===== src/rtl/ov5640_bin_capture.sv =====
// ov5640_bin_capture
// Single-shot binary capture engine on the OV5640 DVP port. Bytes are paired
// into RGB565 pixels, a programmable window is cropped with power-of-two
// subsampling, each kept pixel is thresholded on a cheap luma estimate, and
// the resulting bits are packed LSB-first into PACK_W-bit BRAM words.
// Everything runs on the camera pixel clock.
//
// Optional build macro: CAP_ROW_ALIGN_EN -- when defined, each window row
// that leaves a partial word is flushed zero-padded so rows start word-aligned.
//
// Ports:
//   ov5640_pclk   pixel clock (rising edge)       sys_rst      async active-high reset
//   ov5640_sync   VSYNC, high in frame blanking   ov5640_href  line valid
//   ov5640_data   DVP byte, RGB565 high byte first
//   cap_req       start a capture (IDLE/DONE only)
//   cap_done      capture complete (level)        cap_overflow window exceeded BRAM
//   cfg_*         threshold, window origin/size, subsample exponent (latched at start)
//   bram_wen/bram_waddr/bram_wdata  one-cycle word write to the BRAM port
module ov5640_bin_capture #(
    parameter int PACK_W = 20,
    parameter int ADDR_W = 6,
    parameter int CNT_W  = 11
) (
    input  logic              ov5640_pclk,
    input  logic              sys_rst,
    input  logic              ov5640_sync,
    input  logic              ov5640_href,
    input  logic [7:0]        ov5640_data,
    input  logic              cap_req,
    output logic              cap_done,
    output logic              cap_overflow,
    input  logic [7:0]        cfg_threshold,
    input  logic [CNT_W-1:0]  cfg_x0,
    input  logic [CNT_W-1:0]  cfg_y0,
    input  logic [CNT_W-1:0]  cfg_width,
    input  logic [CNT_W-1:0]  cfg_height,
    input  logic [1:0]        cfg_skip,
    output logic              bram_wen,
    output logic [ADDR_W-1:0] bram_waddr,
    output logic [PACK_W-1:0] bram_wdata
);

    // One extra bit so x0+width / y0+height never wrap.
    localparam int CW  = CNT_W + 1;
    localparam int PCW = $clog2(PACK_W + 1);

    typedef enum logic [2:0] {
        S_IDLE, S_WAIT_BLANK, S_WAIT_FRAME, S_CAPTURE, S_FLUSH, S_DONE
    } state_t;

    state_t             r_state;
    logic [7:0]         r_thr;
    logic [CNT_W-1:0]   r_x0, r_y0, r_w, r_h;
    logic [1:0]         r_skip;
    logic               r_href_d;
    logic               r_phase;
    logic [7:0]         r_hi;
    logic [CW-1:0]      r_col, r_row;
    logic [PACK_W-1:0]  r_pack;
    logic [PCW-1:0]     r_pcnt;
    logic [ADDR_W-1:0]  r_addr;
    logic               r_full;     // last BRAM address has been written
    logic               r_wen;
    logic [ADDR_W-1:0]  r_waddr;
    logic [PACK_W-1:0]  r_wdata;
    logic               r_done;
    logic               r_ovf;

    logic [4:0]         w_r, w_b;
    logic [5:0]         w_g;
    logic [7:0]         w_luma;
    logic               w_bit;
    logic               w_pix_done;
    logic [CW-1:0]      w_x_end, w_y_end, w_dx, w_dy;
    logic [2:0]         w_mask;
    logic               w_keep;
    logic               w_row_end;
    logic               w_last_row;
    logic               w_pack_full;
    logic [PACK_W-1:0]  w_ins;
    logic               w_start;
    logic               w_wr_due;
    logic [PACK_W-1:0]  w_wr_word;

    assign cap_done     = r_done;
    assign cap_overflow = r_ovf;
    assign bram_wen     = r_wen;
    assign bram_waddr   = r_waddr;
    assign bram_wdata   = r_wdata;

    // Pixel completes on the low byte; the high byte is already in r_hi.
    assign w_pix_done = ov5640_href & r_phase;
    assign w_r        = r_hi[7:3];
    assign w_g        = {r_hi[2:0], ov5640_data[7:5]};
    assign w_b        = ov5640_data[4:0];
    assign w_luma     = {2'b00, w_r, 1'b0} + {2'b00, w_g} + {2'b00, w_b, 1'b0};
    assign w_bit      = (w_luma >= r_thr);

    assign w_x_end = {1'b0, r_x0} + {1'b0, r_w};
    assign w_y_end = {1'b0, r_y0} + {1'b0, r_h};
    assign w_dx    = r_col - {1'b0, r_x0};
    assign w_dy    = r_row - {1'b0, r_y0};
    assign w_mask  = ~(3'b111 << r_skip);
    assign w_keep  = ({1'b0, r_x0} <= r_col) && (r_col < w_x_end) &&
                     ({1'b0, r_y0} <= r_row) && (r_row < w_y_end) &&
                     ((w_dx[2:0] & w_mask) == 3'b000) &&
                     ((w_dy[2:0] & w_mask) == 3'b000);

    assign w_row_end = r_href_d & ~ov5640_href;
    // An empty window never ends on a row; it waits for the frame end.
    assign w_last_row = w_row_end && ((r_row + CW'(1)) == w_y_end) &&
                        (r_w != '0) && (r_h != '0);

    assign w_pack_full = (r_pcnt == PCW'(PACK_W - 1));
    assign w_ins       = r_pack | (PACK_W'(w_bit) << r_pcnt);
    assign w_start     = cap_req && (r_state == S_IDLE || r_state == S_DONE);

    always_comb begin
        w_wr_due  = 1'b0;
        w_wr_word = r_pack;
        if (r_state == S_CAPTURE && w_pix_done && w_keep && w_pack_full) begin
            w_wr_due  = 1'b1;
            w_wr_word = w_ins;
        end
        if (r_state == S_FLUSH && r_pcnt != '0)
            w_wr_due = 1'b1;
`ifdef CAP_ROW_ALIGN_EN
        // The final row's partial word is left to FLUSH.
        if (r_state == S_CAPTURE && w_row_end && !w_last_row && r_pcnt != '0)
            w_wr_due = 1'b1;
`endif
    end

    always_ff @(posedge ov5640_pclk or posedge sys_rst) begin
        if (sys_rst) begin
            r_state  <= S_IDLE;
            r_thr    <= '0;
            r_x0     <= '0;
            r_y0     <= '0;
            r_w      <= '0;
            r_h      <= '0;
            r_skip   <= '0;
            r_href_d <= 1'b0;
            r_phase  <= 1'b0;
            r_hi     <= '0;
            r_col    <= '0;
            r_row    <= '0;
            r_pack   <= '0;
            r_pcnt   <= '0;
            r_addr   <= '0;
            r_full   <= 1'b0;
            r_wen    <= 1'b0;
            r_waddr  <= '0;
            r_wdata  <= '0;
            r_done   <= 1'b0;
            r_ovf    <= 1'b0;
        end else begin
            r_wen    <= 1'b0;
            r_href_d <= ov5640_href;
            r_phase  <= ov5640_href ? ~r_phase : 1'b0;
            if (ov5640_href && !r_phase)
                r_hi <= ov5640_data;

            // Once the top address is written, further words only flag overflow.
            if (w_wr_due) begin
                if (r_full) begin
                    r_ovf <= 1'b1;
                end else begin
                    r_wen   <= 1'b1;
                    r_waddr <= r_addr;
                    r_wdata <= w_wr_word;
                    r_addr  <= r_addr + ADDR_W'(1);
                    if (r_addr == '1)
                        r_full <= 1'b1;
                end
            end

            if (w_start) begin
                r_state <= S_WAIT_BLANK;
                r_thr   <= cfg_threshold;
                r_x0    <= cfg_x0;
                r_y0    <= cfg_y0;
                r_w     <= cfg_width;
                r_h     <= cfg_height;
                r_skip  <= cfg_skip;
                r_done  <= 1'b0;
                r_ovf   <= 1'b0;
                r_addr  <= '0;
                r_full  <= 1'b0;
                r_pack  <= '0;
                r_pcnt  <= '0;
            end else begin
                case (r_state)
                    S_WAIT_BLANK: if (ov5640_sync) r_state <= S_WAIT_FRAME;
                    S_WAIT_FRAME: begin
                        if (!ov5640_sync) begin
                            r_state <= S_CAPTURE;
                            r_col   <= '0;
                            r_row   <= '0;
                        end
                    end
                    S_CAPTURE: begin
                        if (w_pix_done) begin
                            r_col <= r_col + CW'(1);
                            if (w_keep) begin
                                if (w_pack_full) begin
                                    r_pack <= '0;
                                    r_pcnt <= '0;
                                end else begin
                                    r_pack <= w_ins;
                                    r_pcnt <= r_pcnt + PCW'(1);
                                end
                            end
                        end
                        if (w_row_end) begin
                            r_col <= '0;
                            r_row <= r_row + CW'(1);
`ifdef CAP_ROW_ALIGN_EN
                            if (!w_last_row) begin
                                r_pack <= '0;
                                r_pcnt <= '0;
                            end
`endif
                        end
                        if (w_last_row || ov5640_sync)
                            r_state <= S_FLUSH;
                    end
                    S_FLUSH: begin
                        r_pack  <= '0;
                        r_pcnt  <= '0;
                        r_state <= S_DONE;
                    end
                    S_DONE:  r_done <= 1'b1;
                    default: ;
                endcase
            end
        end
    end

endmodule


===== config.mk =====
export PLATFORM = sky130hd
export DESIGN_NAME = ov5640_bin_capture
export DESIGN_NICKNAME = d
export VERILOG_FILES = /design/src/rtl/ov5640_bin_capture.sv
export SDC_FILE = /design/constraint.sdc
export NUM_CORES = 1
export LEC_CHECK = 0
export CORE_ASPECT_RATIO = 0.5
export CORE_MARGIN = 2
export CORE_UTILIZATION = 25
export DETAILED_ROUTE_END_ITERATION = 7
export GPL_ROUTABILITY_DRIVEN = 0
export PLACE_DENSITY = 0.47
export SLEW_MARGIN = 20
export SYNTH_ARGS = -nofsm -noshare
export SYNTH_HDL_FRONTEND = slang
export SYNTH_SLANG_ARGS = --single-unit

===== constraint.sdc =====
create_clock -name ov5640_pclk -period 5.2 [get_ports ov5640_pclk]
set_clock_uncertainty 0.05 [all_clocks]
set_input_delay 1.04 -clock ov5640_pclk [delete_from_list [all_inputs] [get_ports ov5640_pclk]]
set_output_delay 1.04 -clock ov5640_pclk [all_outputs]
set_load 0.1 [all_outputs]

; Yosys cells after proc, flatten, opt, wreduce, memory -nomap -nowiden
; Index checks and enable logic that the tools add are counted.
[op_classes]
addsub = 10
magnitude_cmp = 5
eq_ne = 17
shift = 2
muxes = 39
bitwise_logic = 10
n_reduce_logical = 36
[ops]
columns = operator, count
row1 = $mux W20, 5
row2 = $mux W12, 4
row3 = $pmux W12 S2, 2
row4 = $pmux W20 S2, 1
row5 = $add A11 B11 Y12, 2
row6 = $add A12 B1 Y12 const B, 2
row7 = $le A11 B12 Y1, 2
row8 = $lt A12 B12 Y1, 2
row9 = $reduce_bool A11 Y1, 2
row10 = $mux W5, 4
row11 = $or A20 B20 Y20, 1
row12 = $shl A1 B5 Y20, 1
row13 = $mux W6, 3
row14 = $ne A3 B3 Y1 const B, 5
row15 = $logic_and A1 B1 Y1, 14
row16 = $mux W1, 14
row17 = $eq A12 B12 Y1, 1
row18 = $mux W3, 4
row19 = $pmux W3 S4, 1
row20 = $reduce_and A4 Y1, 3
row21 = $pmux W5 S2, 1
row22 = $reduce_bool A5 Y1, 2
row23 = $logic_not A3 Y1, 3
row24 = $add A7 B6 Y8, 1
row25 = 24 further kinds, 39
[totals]
ff_bits = 152
inputBits = 67
out_inout_bits = 29
elab_cells = 140

; Depth between registers and ports, before layout
[depth]
depth_word = 13
mapped_depth = 24
ltp_nobuf = 21

; Worst setup path before layout
; OpenSTA, ideal clock, no wires.
[synth_timing]
path_type = flip-flop to flip-flop
start = reg r_x0[0]
end = reg r_addr[4]
setup_time_ns = 0.128
t_arrival_ns = 4.408
t_required_ns = 5.022
path_slack_ns = 0.614
stages_incl_launch_ff = 23
path_buffers = 1
cell_sequence = dfrtp_1 ha_1 fa_1 a21o_1 a21oi_1 o21bai_1 a21oi_1 o21bai_1 a21oi_1 o21bai_1 a21oi_1 xor2_1 ha_1 a211oi_1 o21ai_0 a211o_1 a221oi_2 o221ai_2 nor4b_2 buf_4 a21oi_4 nor4_1 mux2_1
[synth_between]
elab_chain_cells = 13
[synth_lines]
columns = element, line_no
row1 = "start, declared", 53  ; logic [CNT_W-1:0] r_x0, r_y0, r_w, r_h;
row2 = "start signal, assigned", 181  ; r_x0 <= cfg_x0;
row3 = $add A11 B11 Y12, 99  ; assign w_x_end = {1'b0, r_x0} + {1'b0, r_w};
row4 = $lt A12 B12 Y1, 104  ; assign w_keep = ({1'b0, r_x0} <= r_col) && (r_col < w_x_end) &&
row5 = $logic_and A1 B1 Y1 (2 in a row), 104
row6 = $logic_and A1 B1 Y1, 105  ; ({1'b0, r_y0} <= r_row) && (r_row < w_y_end) &&
row7 = $logic_and A1 B1 Y1 (*), 105
row8 = $logic_and A1 B1 Y1 (*), 106  ; ((w_dx[2:0] & w_mask) == 3'b000) &&
row9 = $logic_and A1 B1 Y1 (*) (2 in a row), 121  ; if (r_state == S_CAPTURE && w_pix_done && w_keep && w_pack_full) begin
row10 = $mux W1 (*), 121
row11 = $mux W1 (*), 125  ; if (r_state == S_FLUSH && r_pcnt != '0)
row12 = $reduce_bool A2 Y1 (no source line) (*), --
row13 = $reduce_and A2 Y1 (no source line) (*), --
row14 = "end signal, assigned", 172  ; r_addr <= r_addr + ADDR_W'(1);
row15 = "end, declared", 61  ; logic [ADDR_W-1:0] r_addr;
; Every way passes the cells marked *; elsewhere a longest branch is shown, timed or not.
; A chain may end at the register's enable or synchronous reset.

; Worst setup path in the final report
[layout_timing]
start = reg r_x0[1]
end = reg r_addr[5]
; The elaborated chain is that of the path after synthesis.

==> metrics <==
minimum clock period=around 4.9 ns; TNS Setup=0 ns; drt first pass iters=5; leading cell type in the layout, fill and taps excluded=dfrtp_1; flop and latch count out of synthesis=around 150; Fin. Hold Viols=0; GRT Total Usage=between 10% and 20%; share of cells above drive strength 1=a little over an eighth; Cell Rows=between 40 and 50; Die Y-Extent=about 140 um; drt drc=0; fmax=around 200 MHz; CTS Buffer Depth=2; R2R cell count=20; reg-to-reg slack, setup=0.33 ns; first-pass GRT wire length=roughly 40 mm; vias in the first global route=about 7000; post-synth net total=roughly 1100; Core Area=between 30000 and 40000 sq um; footprint of the multi-input gates=a little over 5000 sq um; Setup violations, final=0; total grt overflow=0; Highest Signal Layer=met4; Async SR Flop Fraction=100%; worst setup path end=r_addr[5]; diodes inserted=0; Seq/Total Area, Yosys=around two fifths; CTS Buf Count=17; Unique masters post-synth=71; worst r2r dst=r_addr[5]; CP endpoint kind=register; Total Wirelength=24.7 mm; antenna-violating nets left=0; DR WL/cell=between 15 and 20 um; # H-tree levels=4; final cell count without fillers=approximately 1500; Area Overhead vs Synth=23.6%; Post-synth EDFFs=0; HPWL after DPL=18.9 mm; Inst Count DP=1470; fin area=11500 sq um; Critical Path RT=5.51 ns; most frequent cells in the layout=dfrtp_1, clkdlybuf4s50_1, ha_1; placed inst area=between 10000 and 15000 sq um; Critical R2R Launch=r_x0[1]; hold_sp=bram_wdata[16]; CTS Root Buffer Type=clkbuf_16; Final Max Slew Viols=0; starting density of the core=25.6%; top_reg_cell synth=dfrtp_1; PortBufs=95; Post-Syn Area=about 9300 sq um; routed via count=7019; largest net degree at the start of global routing=around 110; P_leak=slightly above 0.005 uW; WL met3=slightly above 700 um; Critical Path Fanout Max=6; NumNets Final=roughly 1200; CTS sink count=152; RSZ-0062 raised after global routing=false; status=finished clean; initial antenna violation count=0; DR WL met2=around 11 mm; max_slew headroom=slightly above 30%; Slew @ Worst Pin=approximately 1.0 ns; MaxCap Viol Count=0; Seq. cell area=about 3800 sq um; number of fill cells in the layout=~3700; Critical Path Start=r_x0[1]; CP Class=reg2reg; final worst path period share=93.7%; I/O pin count=96; clock transition at the registers of the reported paths=0.07 ns; Hold WS=between 0.4 and 0.5 ns; WP data arrival=5.18 ns; Synth Instances=between 900 and 1000; die area=a little under 40000 sq um; Worst-Skew Late Latency=approximately 0.44 ns; Synthesis Warnings=0; CTS tree=done; startpoint types=register; Pwr Density=547 nW/um^2; Worst VDD drop=roughly 0.20 mV; initial drt markers=between 400 and 500; vias per cell=approximately 4.7; Avg Inst Size Synth=between 10 and 15 sq um; M1 WL=12.9 mm; Hold Path Class=reg2reg; Die W=277 um
==> state kept, by name, summed over array words and instances, names as in the netlist, 3 cells and up <==
register / cells
bram_waddr: 6
bram_wdata: 20
r_addr: 6
r_col: 12
r_h: 11
r_hi: 8
r_pack: 20
r_pcnt: 5
r_row: 12
r_state: 3
r_thr: 8
r_w: 11
r_x0: 11
r_y0: 11
==> worst min-delay path by stage <==
stage                     endpoint  cells after the start
floorplan               r_pack[12]                      1
global placement    bram_wdata[16]                      2
detailed placement  bram_wdata[16]                      2
CTS                 bram_wdata[16]                      2
global route        bram_wdata[12]                      1
finish              bram_wdata[16]                      2
==> cell families after synthesis <==
group | synth area share [%]
fa+ha+maj | 14.0
simple gates | 13.4
compound gates | 14.3
xor+xnor | 4.58
flops | 40.9
mux | 8.70
buf+inv | 4.17
==> power by group <==
group | switching, uW | internal (uW) | total, uW
sequential | 289 | 1440 | 1730
combinational | 1840 | 1460 | 3300
clock | 609 | 653 | 1260
total | 2740 | 3550 | 6290
==> per-stage QoR <==
| stage | total power, uW | util [%] | worst slack (ns) |
|---|---|---|---|
| 2_1_floorplan | 4130 | - | 0.0169 |
| 3_3_place_gp | 4920 | 29.9 | 0.270 |
| 3_5_place_dp | 4980 | 29.9 | 0.160 |
| 4_1_cts | 6300 | 31.5 | 0.104 |
| 5_1_grt | 6840 | 31.7 | 0.0115 |
| 6_report | 6290 | 31.7 | 0.326 |
==> area by class of cell <==
| cell class | instances | area share [%] |
|---|---|---|
| repair buffers | 106 | 9.20 |
| multi-input cells | 659 | 45.0 |
| inverters | 70 | 2.35 |
| well taps | 484 | 5.26 |
| clock inverters | 15 | 1.48 |
| flip-flops and latches | 152 | 33.1 |
| clock buffers | 17 | 3.70 |
==> layer usage <==
layer  vias to the layer above  track usage, %
met3                        23            2.77
met4                         0            4.18
met5                         -               0
li1                       3471               -
met2                        81            19.4
met1                      3444            18.9
==> what timing repair did <==
| action | 4_1_cts | 5_1_grt |
|---|---|---|
| gates resized for setup | 0 | 7 |
| setup buffers | 0 | 1 |
| hold buffers | 0 | 0 |
| endpoints found under the setup margin | 0 | 31 |
==> cells in the mapped netlist (all sizes together) (9+ instances only) <==
cell type	instances	share of area (%)
nand2b	9	0.60
nand4	17	1.2
a31oi	22	1.5
inv	70	2.8
dfrtp	152	41
buf	9	0.66
xnor2	26	2.4
a21o	20	1.6
fa	10	2.2
nand3	17	1.0
o21ai	61	3.3
mux2	71	8.6
nand2	55	2.2
xor2	15	1.4
ha	88	12
nor2	61	2.5
o21a	11	0.89
nor3	18	0.97
a21oi	44	2.5
clkbuf	17	0.69
nor2b	9	0.60
==> worst max-delay path, cell delays in order, from the launching register on <==
cell	delay, ns
dfrtp_1	0.45
ha_1	0.31
a21o_1	0.18
a21oi_1	0.21
o21bai_1	0.09
a21oi_1	0.23
nor2b_1	0.08
o21a_1	0.18
o31a_1	0.27
o41ai_2	0.24
ha_1	0.32
a211oi_2	0.18
o21ai_0	0.12
a211o_1	0.26
a221oi_2	0.23
o221ai_2	0.14
nor4b_2	0.28
buf_4	0.20
a21oi_4	0.08
or4_1	0.53
a21oi_1	0.17
Power figures use the tool's default switching activity.
==> RTL change 1: new RTL, same flow settings <==
Register the input `cfg_y0` before use, without a reset. The logic sees it one clock later. The other inputs are not delayed to match.
--- a/src/rtl/ov5640_bin_capture.sv
+++ b/src/rtl/ov5640_bin_capture.sv
@@ -48,6 +48,12 @@
         S_IDLE, S_WAIT_BLANK, S_WAIT_FRAME, S_CAPTURE, S_FLUSH, S_DONE
     } state_t;
 
+    logic [CNT_W-1:0] cfg_y0_q;
+
+    always_ff @(posedge ov5640_pclk) begin
+        cfg_y0_q <= cfg_y0;
+    end
+
     state_t             r_state;
     logic [7:0]         r_thr;
     logic [CNT_W-1:0]   r_x0, r_y0, r_w, r_h;
@@ -179,7 +185,7 @@
                 r_state <= S_WAIT_BLANK;
                 r_thr   <= cfg_threshold;
                 r_x0    <= cfg_x0;
-                r_y0    <= cfg_y0;
+                r_y0    <= cfg_y0_q;
                 r_w     <= cfg_width;
                 r_h     <= cfg_height;
                 r_skip  <= cfg_skip;
Behaviour: not the same (Yosys sat finds a counterexample within 10 cycles, from zero or initial values and one cycle with sys_rst high).
==> RTL change 1 against the unedited design <==
Design area is 3.3% higher. Worst hold slack worse by 0.077 ns. Routed wire length is 2.6% higher. Total power is 5.9% higher. Die area is 3.7% higher. Worst setup slack better by 0.024 ns. Sequential share of layout area is 0.80 points higher. Synthesized area is 3.8% higher. Sequential cell count is 11 higher. Via count is 8.8% higher. Critical path type unchanged. Largest cell class unchanged.
==> RTL change 1: results (changes against the unedited design) <==
The static leakage was 5.33 nW (+5.5%). The number of vias after detailed routing was 7640 (+8.8%). The number of buffer cells added on primary ports came to 95 (unchanged). The async set-reset flop share out of synthesis was 93.3% (-6.7 points). The final HPWL from detailed placement is 19100 um (+0.70%). The normalized max-slew margin came out at 32.1% (+1.7 points). The number of cells on the worst reg-to-reg path is 19 (-5.0%). The final-stage net count is 1273 (+8.7%). The level count of the clock H-tree came out at 4 (unchanged). The proportion of synthesized chip area in sequential cells is 41.7% (+0.79 points).

The total routing resource utilization after global routing came to 13.1% (-0.015 points). The worst hold path begins at cfg_y0_q[5]. The register-to-register path setup slack was 0.35 ns (+0.02 ns).

The maximum number of pins on one net before global-route repair is 91 (-13%). The worst-path maximum fanout was 7 (+1). The number of nets produced by synthesis came out at 1181 (+10%).

The share of final-layout standard cells stronger than drive strength 1 is 8.74% (-4.7 points). The initial detailed-routing violation count is 396 (-15%). The commonest cells after synthesis are nand2_1, dfrtp_1, ha_1, inv_1. Following the worst setup path forward leads to its endpoint at r_pack[4]. The maximum vdd drop was 0.000220 V (+8.7%).

The clock network latency to the later pin of the worst-skew pair came out at 0.45 ns. The average routed wire per standard cell came to 15.4 um (-6.0%). The wire length of the first global-routing pass is 41100 um (+3.3%). The launching element of the worst setup path is r_x0[0]. The number of distinct library cell variants in the gate-level netlist after synthesis came out at 66 (-7.0%).

The flow ran to the end, and the final reports show no timing, DRC or antenna violations. By area the synthesized netlist is led by dfrtp_1, ha_1, nand2_1.
-- RTL change 1: cell count changes after synthesis, moves of 15 or more --
cell / delta
nand2_1: +133
mux2_2: -36
o21a_1: +19
a31oi_1: -18
a211oi_1: +15
nor2_1: -15
o21ai_0: -15
-- RTL change 1: cells by family (layout without fill, tap and decap cells) --
| group | count (synthesis) | after routing | share of synthesized area [%] |
|---|---|---|---|
| simple gates | 345 | 347 | 16.6 |
| compound gates | 214 | 214 | 14.6 |
| flops | 163 | 163 | 41.7 |
| buf+inv | 109 | 212 | 4.71 |
| fa+ha+maj | 99 | 99 | 13.6 |
| xor+xnor | 48 | 48 | 4.49 |
| mux | 38 | 38 | 4.34 |
-- RTL change 1: area by class of cell --
class	count	area, um2
flip-flops and latches	163	4020
clock inverters	11	149
inverters	75	288
repair buffers	105	1050
well taps	520	651
fillers	3922	25800
multi-input cells	746	5260
clock buffers	21	470
-- RTL change 1: report_power, final --
group | leakage [nW] | switching, mW | total [mW] | internal [mW]
logic | 2.96 | 1.94 | 3.34 | 1.40
registers | 2.07 | 0.376 | 1.97 | 1.60
clock network | 0.296 | 0.554 | 1.35 | 0.796
-- RTL change 1: repair_timing --
action / CTS / global route
hold buffers: 0 / 0
gates resized for setup: 0 / 18
setup endpoints to repair: 0 / 45
-- RTL change 1: per-layer routing --
metal,GRT usage [%],routed length [um],part of all wire (%)
met1,17.6,12000,47
met3,2.98,1030,4.1
met4,3.61,321,1.3
met5,0,0,0
met2,21.0,12000,47
-- RTL change 1: critical path, cell delays in order (launching register included) --
cell and delay [ns]:
dfrtp_1 0.41, ha_1 0.23, fa_1 0.41, a21o_1 0.18, a21oi_1 0.21, o21bai_1 0.09, a21oi_1 0.23, o21bai_1 0.12
a21oi_2 0.21, nor4bb_1 0.08, a211oi_1 0.22, ha_1 0.28, nand2_1 0.08, nor2_1 0.06, a21oi_1 0.12, nand4_1 0.10
or4_4 0.51, or4_4 0.64, a2111oi_2 0.40, o21a_1 0.15
-- RTL change 1: worst min path at each step --
| stage | to | slack (ns) | cells after the start |
|---|---|---|---|
| finish | r_y0[5] | 0.36 | 2 |
| global route | r_y0[6] | 0.38 | 2 |
| CTS | r_y0[5] | 0.37 | 2 |
| detailed placement | r_y0[3] | 0.36 | 2 |
| global placement | r_y0[3] | 0.36 | 2 |
| floorplan | r_y0[10] | 0.35 | 2 |
-- RTL change 1: per-stage QoR --
step	instances	power [mW]	instance area, um2	setup slack (ns)	utilization, %
3_5_place_dp	1607	5.30	11200	0.155	29.7
5_1_grt	1641	7.27	11900	0.00144	31.5
6_report	1641	6.67	11900	0.350	31.5
2_1_floorplan	1016	4.38	9660	0.0169	-
4_1_cts	1639	6.70	11800	0.111	31.3
3_3_place_gp	1607	5.26	11200	0.220	29.7
==> RTL change 2: new RTL, same settings <==
Without the edit above. Add a define of `CAP_ROW_ALIGN_EN`.
--- a/src/rtl/ov5640_bin_capture.sv
+++ b/src/rtl/ov5640_bin_capture.sv
@@ -16,6 +16,8 @@
 //   cap_done      capture complete (level)        cap_overflow window exceeded BRAM
 //   cfg_*         threshold, window origin/size, subsample exponent (latched at start)
 //   bram_wen/bram_waddr/bram_wdata  one-cycle word write to the BRAM port
+`define CAP_ROW_ALIGN_EN
+
 module ov5640_bin_capture #(
     parameter int PACK_W = 20,
     parameter int ADDR_W = 6,
Function: changed (a bounded check fails within 10 cycles, from zero or initial values and one cycle with sys_rst high).
==> RTL change 2 against the unedited design <==
Routed wire length down 2.4%. Worst hold slack got worse by 0.0017 ns. Design area rose by 1.1%. Sequential cell count stayed put. Worst setup slack improved by 0.039 ns. Total power shrank 1.3%. Non-clock buffer count decreased by 1. Die area up 2.0%. Clock power fell by 9.5%. Synthesized area up 2.1%. Fmax increased by 0.81%.
==> RTL change 2: results (changes against the unedited design) <==
The total clock buffers created by CTS came to 17 (unchanged). The total length of routed met2 wires came to 11600 um (+8.7%). The endpoint of the worst hold-timing path is r_pack[17]. The number of antenna violations at the first check in global routing is 0 (unchanged). The share of final-layout standard cells stronger than drive strength 1 came out at 12.7% (-0.79 points). Sorting the synthesized cells by area gives the leading types as dfrtp_1, ha_1, mux2_2.

The power dissipated in the clock network is 1.14 mW (-9.5%). The total routing resource utilization after global routing came out at 12.5% (-0.59 points). The proportion of synthesized chip area in sequential cells came to 40.0% (-0.82 points). The wire length of the first global-routing pass came out at 38700 um (-2.7%). The synthesized-area fraction occupied by xor and xnor cells is 4.95% (+0.37 points). The number of search-and-repair iterations in the first detailed-routing pass is 4 (-1). The fraction of synthesized area in multiplexers is 9.88% (+1.2 points). The startpoint identified for the worst hold timing path is r_pack[17]. The maximum number of pins on one net before global-route repair came to 97 (-7.6%).

The async set-reset flop share out of synthesis came out at 100% (unchanged). The total combinational power came out at 3.35 mW (+2%). The detailed-routing wirelength on met1 came out at 11400 um (-12%). The average routed wire per standard cell is 15.8 um (-3.6%). The worst-path maximum fanout is 15 (+9). The worst register-to-register path ends at bram_waddr[5]. The static leakage is 4.92 nW (-2.7%). The cell with the largest stage delay on the worst path is dfrtp_1. The startpoint identified for the worst register-to-register timing path is r_x0[0]. The normalized max-slew margin is 26.6% (-3.9 points). The final HPWL from detailed placement is 18200 um (-3.7%). The via count of the first global-routing pass was 7372 (+5.3%). The final-stage net count came out at 1180 (+0.77%). The worst slack at placement is 0.00424 ns (-0.156 ns).

The top metal layer carrying routed signals is met4. The final hold slack came out at 0.433 ns (-0.00167 ns). The fraction of met3 tracks used by global routing is 2.70% (-0.068 points).

The maximum vdd drop is 0.000236 V (+17%). The global-route met1 utilization is 16.1% (-2.8 points). The register-to-register path setup slack is 0.37 ns (+0.04 ns).

The total cell area at the placement stage came out at 0.0110 mm2 (+1.7%). The switching power total came to 2.62 mW (-4.4%). The combinational share of power is 54.0% (+1.5 points). The number of distinct library cell variants in the gate-level netlist after synthesis came out at 64 (-9.9%).

The flow ran to the end, and the final reports show no timing, DRC or antenna violations. The number of cells on the worst reg-to-reg path is 22 (+10%). The fraction of the mapped netlist area in compound gates is 13.7% (-0.56 points). The number of nets produced by synthesis is 1085 (+1.2%). The number of vias after detailed routing came to 7113 (+1.3%). The min-delay analysis places its worst path in the category flop to flop. The initial detailed-routing violation count came out at 311 (-34%). The met2 usage is 20.9% (+1.5 points).

In this design, the largest share of critical-path delay is due to compound AO/OA/AOI/OAI gates. The synthesized-area fraction occupied by adder cells came to 13.9% (-0.045 points). The clock transition at the registers of the reported paths is 0.07 ns (about the same). The critical path's largest stage delay came out at 0.41 ns (-0.12 ns). In the synthesized netlist, the cells that appear most often are dfrtp_1, ha_1, inv_1, nand2_1, o21ai_0.

The amount of wire on met3 after detailed routing is 755 um (+6.2%). The data arrival time at the worst-slack endpoint is 5.10 ns (-0.08 ns). The count of cells along the worst hold path is 1 (-1).
## RTL change 2: cell count changes in the layout (fill, tap and decap cells not counted), moves of 8 or more
cell,before,now
o21ai_0,59,51
a31oi_1,20,2
inv_8,11,0
mux2_4,0,26
mux2_2,67,46
nand3_1,16,28
nor2_1,61,35
a21o_1,20,10
nor3_1,17,42
o21a_1,11,25
## RTL change 2: layout make-up
| cell class | instances | area, um2 |
|---|---|---|
| multi-input combinational | 668 | 5330 |
| fill | 3817 | 25800 |
| timing repair buffer | 105 | 1080 |
| inverter | 70 | 268 |
| tap | 494 | 618 |
| clock buffer | 21 | 450 |
| clock inverter | 11 | 76.3 |
| sequential | 152 | 3800 |
## RTL change 2: what timing repair did
item,CTS,global route
endpoints found under the setup margin,26,60
gates cloned,0,1
gates resized for setup,1,9
buffers inserted,0,1
hold buffers,0,0
pin swaps,0,2
## RTL change 2: worst max path at each step
| stage | start | end | slack [ns] | cells after the start |
|---|---|---|---|---|
| 6_report | r_x0[0] | bram_waddr[5] | 0.37 | 22 |
| 3_3_place_gp | r_x0[0] | bram_wdata[7] | 0.18 | 22 |
| 2_1_floorplan | sys_rst | bram_waddr[0] | 0.02 | 1 |
| 3_5_place_dp | r_x0[0] | bram_wdata[15] | 0.004 | 22 |
| 5_1_grt | r_x0[0] | bram_waddr[2] | 0.04 | 22 |
| 4_1_cts | r_x0[0] | bram_waddr[0] | 0.04 | 22 |
## RTL change 2: cells by family after synthesis
| kind of cell | Yosys count |
|---|---|
| xor+xnor | 49 |
| flops | 152 |
| mux | 75 |
| fa+ha+maj | 100 |
| simple gates | 248 |
| buf+inv | 99 |
| compound gates | 196 |
## RTL change 2: stage by stage
step	cells	utilization [%]
floorplan	919	-
global placement	1487	29.5
detailed placement	1487	29.5
CTS	1519	30.9
global route	1521	31.1
finish	1521	31.1
